[config.mk]
export PLATFORM = sky130hd
export DESIGN_NAME = tdm_demux_flat
export DESIGN_NICKNAME = d
export VERILOG_FILES = /design/src/rtl/tdm_demux_pkg.sv /design/src/rtl/tdm_demux_if.sv /design/src/rtl/tdm_slot_counter.sv /design/src/rtl/tdm_demux.sv /design/src/flat_wrapper.sv
export VERILOG_INCLUDE_DIRS = /design/src /design/src/rtl
export SDC_FILE = /design/constraint.sdc
export NUM_CORES = 1
export LEC_CHECK = 0
export CAP_MARGIN = 15
export CORE_MARGIN = 2
export CORE_UTILIZATION = 64
export CTS_CLUSTER_DIAMETER = 30
export CTS_CLUSTER_SIZE = 10
export DETAILED_ROUTE_END_ITERATION = 7
export DONT_BUFFER_PORTS = 1
export HOLD_SLACK_MARGIN = 0.06
export PLACE_DENSITY = 0.9
export SYNTH_ARGS = -nofsm -noshare
export SYNTH_HDL_FRONTEND = slang
export SYNTH_SLANG_ARGS = --single-unit
[constraint.sdc]
create_clock -name clk -period 5.15 [get_ports clk]
set_clock_uncertainty 0.2 [all_clocks]
set_input_delay 0.515 -clock clk [delete_from_list [all_inputs] [get_ports clk]]
set_output_delay 0.515 -clock clk [all_outputs]
set_load 0.01 [all_outputs]
[src/rtl/tdm_defs.vh]
// State encodings and default sizing shared by the TDM demux and its companion mux/tx block.
// Included inside a package or module scope so the names stay local to that scope.
localparam logic [0:0] ST_HUNT          = 1'b0;
localparam logic [0:0] ST_LOCK          = 1'b1;
localparam int         TDM_WIDTH_DEF    = 4;
localparam int         TDM_CHANNELS_DEF = 4;

[src/rtl/tdm_demux_pkg.sv]
// Shared types and defaults for the TDM demultiplexer.
// Latency: n/a; backpressure: n/a.
package tdm_demux_pkg;

  `include "tdm_defs.vh"

  localparam int TDM_SEL_W_DEF = 2;

  typedef logic [0:0] state_t;

endpackage

[src/rtl/tdm_demux_if.sv]
// Link-side bus of the TDM demux: shared sample input plus fanned-out channel outputs.
// Latency: n/a; backpressure: none, the link has no ready path.
interface tdm_demux_if
  import tdm_demux_pkg::*;
#(
  parameter int WIDTH    = TDM_WIDTH_DEF,
  parameter int CHANNELS = TDM_CHANNELS_DEF,
  parameter int SEL_W    = TDM_SEL_W_DEF
) ();

  logic [WIDTH-1:0]          I;
  logic                      I_valid;
  logic                      sof;
  logic [CHANNELS*WIDTH-1:0] Y;
  logic [CHANNELS-1:0]       Y_valid;
  logic [SEL_W-1:0]          S;
  logic                      frame_done;
  logic                      sync_err;
  logic                      locked;

  modport master (
    output I, I_valid, sof,
    input  Y, Y_valid, S, frame_done, sync_err, locked
  );

  modport slave (
    input  I, I_valid, sof,
    output Y, Y_valid, S, frame_done, sync_err, locked
  );

endinterface

[src/rtl/tdm_slot_counter.sv]
// Slot index counter: clear, load-to-1, increment wrapping at CHANNELS-1, with a last-slot flag.
// Latency: slot updates one edge after the command; backpressure: none.
module tdm_slot_counter
  import tdm_demux_pkg::*;
#(
  parameter int CHANNELS = TDM_CHANNELS_DEF,
  parameter int SEL_W    = TDM_SEL_W_DEF
) (
  input  logic             clk,
  input  logic             rst_n,
  input  logic             clr,
  input  logic             load1,
  input  logic             inc,
  output logic [SEL_W-1:0] slot,
  output logic             last_slot
);

  localparam logic [SEL_W-1:0] LAST = SEL_W'(CHANNELS - 1);

  logic [SEL_W-1:0] slot_q;
  logic [SEL_W-1:0] slot_d;

  assign last_slot = (slot_q == LAST);
  assign slot      = slot_q;

  // Explicit wrap keeps non-power-of-two channel counts from reaching slot values >= CHANNELS.
  always_comb begin
    slot_d = slot_q;
    if (clr) begin
      slot_d = '0;
    end else if (load1) begin
      slot_d = SEL_W'(1);
    end else if (inc) begin
      slot_d = last_slot ? '0 : slot_q + SEL_W'(1);
    end
  end

  always_ff @(posedge clk or negedge rst_n) begin
    if (!rst_n) begin
      slot_q <= '0;
    end else begin
      slot_q <= slot_d;
    end
  end

endmodule

[src/rtl/tdm_demux.sv]
// 1:CHANNELS time-division demux with sof-based frame alignment (HUNT/LOCK) and held channel registers.
// Latency: sample accepted at edge n is on Y with its Y_valid pulse right after edge n; backpressure: none.
module tdm_demux
  import tdm_demux_pkg::*;
#(
  parameter int WIDTH    = TDM_WIDTH_DEF,
  parameter int CHANNELS = TDM_CHANNELS_DEF,
  parameter int SEL_W    = TDM_SEL_W_DEF
) (
  input  logic        clk,
  input  logic        rst_n,
  tdm_demux_if.slave  bus
);

  state_t              state_q;
  state_t              state_d;
  logic [WIDTH-1:0]    ch_q [CHANNELS];
  logic [WIDTH-1:0]    ch_d [CHANNELS];
  logic [CHANNELS-1:0] y_valid_q;
  logic [CHANNELS-1:0] y_valid_d;
  logic                frame_done_q;
  logic                frame_done_d;
  logic                sync_err_q;
  logic                sync_err_d;

  logic                cnt_clr;
  logic                cnt_load1;
  logic                cnt_inc;
  logic                last_slot;
  logic [SEL_W-1:0]    slot;
  logic                wr_en;
  logic [SEL_W-1:0]    wr_idx;

  tdm_slot_counter #(
    .CHANNELS (CHANNELS),
    .SEL_W    (SEL_W)
  ) u_slot_counter (
    .clk       (clk),
    .rst_n     (rst_n),
    .clr       (cnt_clr),
    .load1     (cnt_load1),
    .inc       (cnt_inc),
    .slot      (slot),
    .last_slot (last_slot)
  );

  // A valid sof always realigns to slot 0; it is only an error if LOCK expected a later slot.
  always_comb begin
    state_d      = state_q;
    cnt_clr      = 1'b0;
    cnt_load1    = 1'b0;
    cnt_inc      = 1'b0;
    wr_en        = 1'b0;
    wr_idx       = slot;
    frame_done_d = 1'b0;
    sync_err_d   = 1'b0;
    if (bus.I_valid) begin
      if (bus.sof) begin
        wr_en      = 1'b1;
        wr_idx     = '0;
        cnt_load1  = 1'b1;
        state_d    = ST_LOCK;
        sync_err_d = (state_q == ST_LOCK) && (slot != '0);
      end else if (state_q == ST_LOCK) begin
        if (slot == '0) begin
          sync_err_d = 1'b1;
          cnt_clr    = 1'b1;
          state_d    = ST_HUNT;
        end else begin
          wr_en        = 1'b1;
          cnt_inc      = 1'b1;
          frame_done_d = last_slot;
        end
      end
    end
  end

  always_comb begin
    y_valid_d = '0;
    for (int k = 0; k < CHANNELS; k++) begin
      ch_d[k] = ch_q[k];
      if (wr_en && (wr_idx == SEL_W'(k))) begin
        ch_d[k]      = bus.I;
        y_valid_d[k] = 1'b1;
      end
    end
  end

  always_ff @(posedge clk or negedge rst_n) begin
    if (!rst_n) begin
      state_q      <= ST_HUNT;
      y_valid_q    <= '0;
      frame_done_q <= 1'b0;
      sync_err_q   <= 1'b0;
      for (int k = 0; k < CHANNELS; k++) begin
        ch_q[k] <= '0;
      end
    end else begin
      state_q      <= state_d;
      y_valid_q    <= y_valid_d;
      frame_done_q <= frame_done_d;
      sync_err_q   <= sync_err_d;
      for (int k = 0; k < CHANNELS; k++) begin
        ch_q[k] <= ch_d[k];
      end
    end
  end

  for (genvar g = 0; g < CHANNELS; g++) begin : g_y
    assign bus.Y[g*WIDTH +: WIDTH] = ch_q[g];
  end

  assign bus.Y_valid    = y_valid_q;
  assign bus.S          = slot;
  assign bus.frame_done = frame_done_q;
  assign bus.sync_err   = sync_err_q;
  assign bus.locked     = (state_q == ST_LOCK);

endmodule
[src/flat_wrapper.sv]
// flat-port wrapper written by rule: the top's interface ports become plain ports
module tdm_demux_flat import tdm_demux_pkg::*;
#(
  parameter int WIDTH    = TDM_WIDTH_DEF,
  parameter int CHANNELS = TDM_CHANNELS_DEF,
  parameter int SEL_W    = TDM_SEL_W_DEF
)
  (clk, rst_n, bus_I, bus_I_valid, bus_sof, bus_Y, bus_Y_valid, bus_S, bus_frame_done, bus_sync_err, bus_locked);
  tdm_demux_if #(.WIDTH(WIDTH), .CHANNELS(CHANNELS), .SEL_W(SEL_W)) bus_i ();
  input  logic clk;
  input  logic rst_n;
  input wire logic [$bits(bus_i.I)-1:0] bus_I;
  input wire logic [$bits(bus_i.I_valid)-1:0] bus_I_valid;
  input wire logic [$bits(bus_i.sof)-1:0] bus_sof;
  output wire logic [$bits(bus_i.Y)-1:0] bus_Y;
  output wire logic [$bits(bus_i.Y_valid)-1:0] bus_Y_valid;
  output wire logic [$bits(bus_i.S)-1:0] bus_S;
  output wire logic [$bits(bus_i.frame_done)-1:0] bus_frame_done;
  output wire logic [$bits(bus_i.sync_err)-1:0] bus_sync_err;
  output wire logic [$bits(bus_i.locked)-1:0] bus_locked;
  assign bus_i.I = bus_I;
  assign bus_i.I_valid = bus_I_valid;
  assign bus_i.sof = bus_sof;
  assign bus_Y = bus_i.Y;
  assign bus_Y_valid = bus_i.Y_valid;
  assign bus_S = bus_i.S;
  assign bus_frame_done = bus_i.frame_done;
  assign bus_sync_err = bus_i.sync_err;
  assign bus_locked = bus_i.locked;
  tdm_demux #(.WIDTH(WIDTH), .CHANNELS(CHANNELS), .SEL_W(SEL_W)) u_core (.clk(clk), .rst_n(rst_n), .bus(bus_i));
endmodule
==> run metrics <==
Flop pwr share 61.6%; design area 1090 sq um; synthesized area 1040 sq um; arrival time at the worst endpoint 2250 ps; Max Fanout on Critical Path 7; clock buffer depth 2; Yosys warnings 0; Pre-antenna DRT Iters 4; total gr overflow 0; placed cells 87; Final Net Count 89; worst min path class input port to register; Slew @ Worst Pin 556 ps; DR vias/cell 6.09; routed length per placed instance 18.2 um; final period utilization 43.8%; Fmax 443 MHz; Post-Synthesis Net Count 84; vias 566; worst setup path start u_core.u_slot_counter.slot[1]; Setup Fix Bufs, Post-CTS 0; chip width 44.3 um; Static Leakage roughly 0.56 nW; Synth Instances 73; post_cts resized 0; hpwl dp 1210 um; Cell Int Power 370 uW; clock power share 14.3%; Critical Path Sink Type register; Routed Antenna Nets 0; Crit Path Class register to register; Distinct cells, synth 20; cts hold-fix bufs 1; Max Cap Violations 0; root buf cell clkbuf_4; #FFs+latches synth 25; die area 1960 sq um; total clock sinks 25; num rows 14; Sw Share around 33%; initial antenna violation count 0; syn_area_per_cell 14.2 sq um; number of diodes 0; GRT Total Usage 19.7%; Place WS 2890 ps; vias in the first global route 556; worst skew pair latency 300 ps; Area Growth Syn to Fin 5.29%; combinational power share 24.1%; Psw 184 uW; Slew Viols, Final 0; Starting Density 69.0%; CTS Buf Count 3; FF-to-FF Start u_core.u_slot_counter.slot[1]; Non-Filler Instances slightly above 90; IO Count 33; sequential area share after synthesis 60.2%; Residual DRC 0; first-pass GRT wire length 2740 um; CTS tree yes; GPL Wtd Cong between 0.7 and 0.8; endpoints failing setup 0; Max-slew headroom ~63%; Clock transition at path regs 120 ps; RSZ-0062 raised after global routing no; core area 1510 sq um; VDD IR max approximately 0.29 mV; worst path required time around 5000 ps; CP Launch Type register; total wire length 1690 um; status finished clean; pwr dens a little over 500 nW/um^2; HP Start bus_sof; IO buf count 0; share of cells above drive strength 1 between 20 and 30%; H-tree Lvls 1; Pwr Total 555 uW; final critical-path required period 2260 ps; Die H 44.3 um; Cell Area, Placed about 1000 sq um; TNS Setup 0 ps; crit path setup slack, layout between 2000 and 3000 ps; Initial DRC Count 7; pin count of the biggest net entering global routing 26; Hold Violations, Final 0
kinds of logic after synthesis:
group           Yosys count  share of synthesized area, %
buf+inv                   9                          4.09
compound gates            5                          3.49
flops                    25                          60.2
simple gates             14                          7.58
mux                      16                          20.2
xor+xnor                  1                         0.843
fa+ha+maj                 3                          3.61
metrics by stage:
step                      hold slack (ps)  util, %
after floorplan                      19.4        -
after global placement               19.9     69.3
after detailed placement             19.9     69.3
after CTS                            81.7     71.7
after global routing                 75.0     72.7
final                                88.3     72.7
per-layer routing:
metal	part of all wire [%]	GRT usage [%]	vias to the layer above
met2	53	32.6	24
met4	1.5	9.09	0
met1	39	24.7	285
met5	0	0	-
met3	6.0	4.08	2
li1	-	-	255
synth_stat cells:
cell	instances	area (sq um)
o21ai_0	1	5.00
nor2_1	3	11.3
nand2_1	4	15.0
dfrtp_1	25	626
buf_2	1	5.00
a22o_2	1	10.0
buf_6	1	11.3
nand2b_1	1	6.26
ha_1	3	37.5
o21ai_1	1	5.00
o32a_1	1	10.0
inv_1	7	26.3
nand4b_1	1	8.76
nand3b_1	1	7.51
or3_1	2	12.5
o22ai_1	1	6.26
mux2_2	8	90.1
nor4b_1	2	17.5
mux2_4	8	120
xnor2_1	1	8.76
path summary, 6_finish.rpt:
kind	endpoint	slack, ps	depth (start not counted)
worst max-delay path	u_core.bus.Y[7]	2890	5
worst min-delay path	u_core.u_slot_counter.slot[1]	90	1
worst max register to register	u_core.bus.Y[7]	2890	5
worst min register to register	u_core.bus.Y[0]	390	1
max in group asynchronous	u_core.bus.Y[12]	3950	2
min in group asynchronous	u_core.bus.Y[1]	360	1
critical path, stage by stage (launching register included):
cell      delay, ps
dfrtp_1         520
inv_1           120
ha_1            290
nand2b_1        190
or3_1           470
mux2_4          350
cell type report:
| type | count | area, sq um |
|---|---|---|
| fill | 98 | 412 |
| sequential | 25 | 626 |
| tap | 16 | 20.0 |
| timing repair buffer | 2 | 25.0 |
| clock buffer | 4 | 26.3 |
| inverter | 7 | 26.3 |
| multi-input combinational | 39 | 372 |
sequential cells by signal, summed over array words and instances, names as in the netlist:
| name | cells |
|---|---|
| u_core.bus.frame_done | 1 |
| u_core.bus.locked | 1 |
| u_core.u_slot_counter.slot | 2 |
| u_core.bus.Y | 16 |
| u_core.bus.Y_valid | 4 |
| u_core.bus.sync_err | 1 |
power by group through the flow:
stage	sequential (mW)	combinational [mW]	clock [mW]
floorplan	0.329	0.114	0
global placement	0.343	0.119	0
detailed placement	0.347	0.129	0
CTS	0.343	0.133	0.0811
global route	0.352	0.152	0.0886
finish	0.341	0.134	0.0794
placed cells by master, fill, tap and decap left out:
| cell | instances |
|---|---|
| o32a_1 | 1 |
| ha_1 | 3 |
| clkbuf_1 | 1 |
| nand4b_1 | 1 |
| buf_8 | 1 |
| inv_1 | 7 |
| nand2b_1 | 1 |
| a22o_2 | 1 |
| mux2_2 | 8 |
| nor2_1 | 3 |
| or3_1 | 2 |
| mux2_4 | 8 |
| nor4b_1 | 2 |
| o21ai_0 | 1 |
| dfrtp_1 | 25 |
| o22ai_1 | 1 |
| xnor2_1 | 1 |
| clkbuf_4 | 3 |
| dlygate4sd3_1 | 1 |
| nand3b_1 | 1 |
| o21ai_1 | 1 |
| nand2_1 | 4 |
Note: power is estimated with default switching activity, not from simulation.
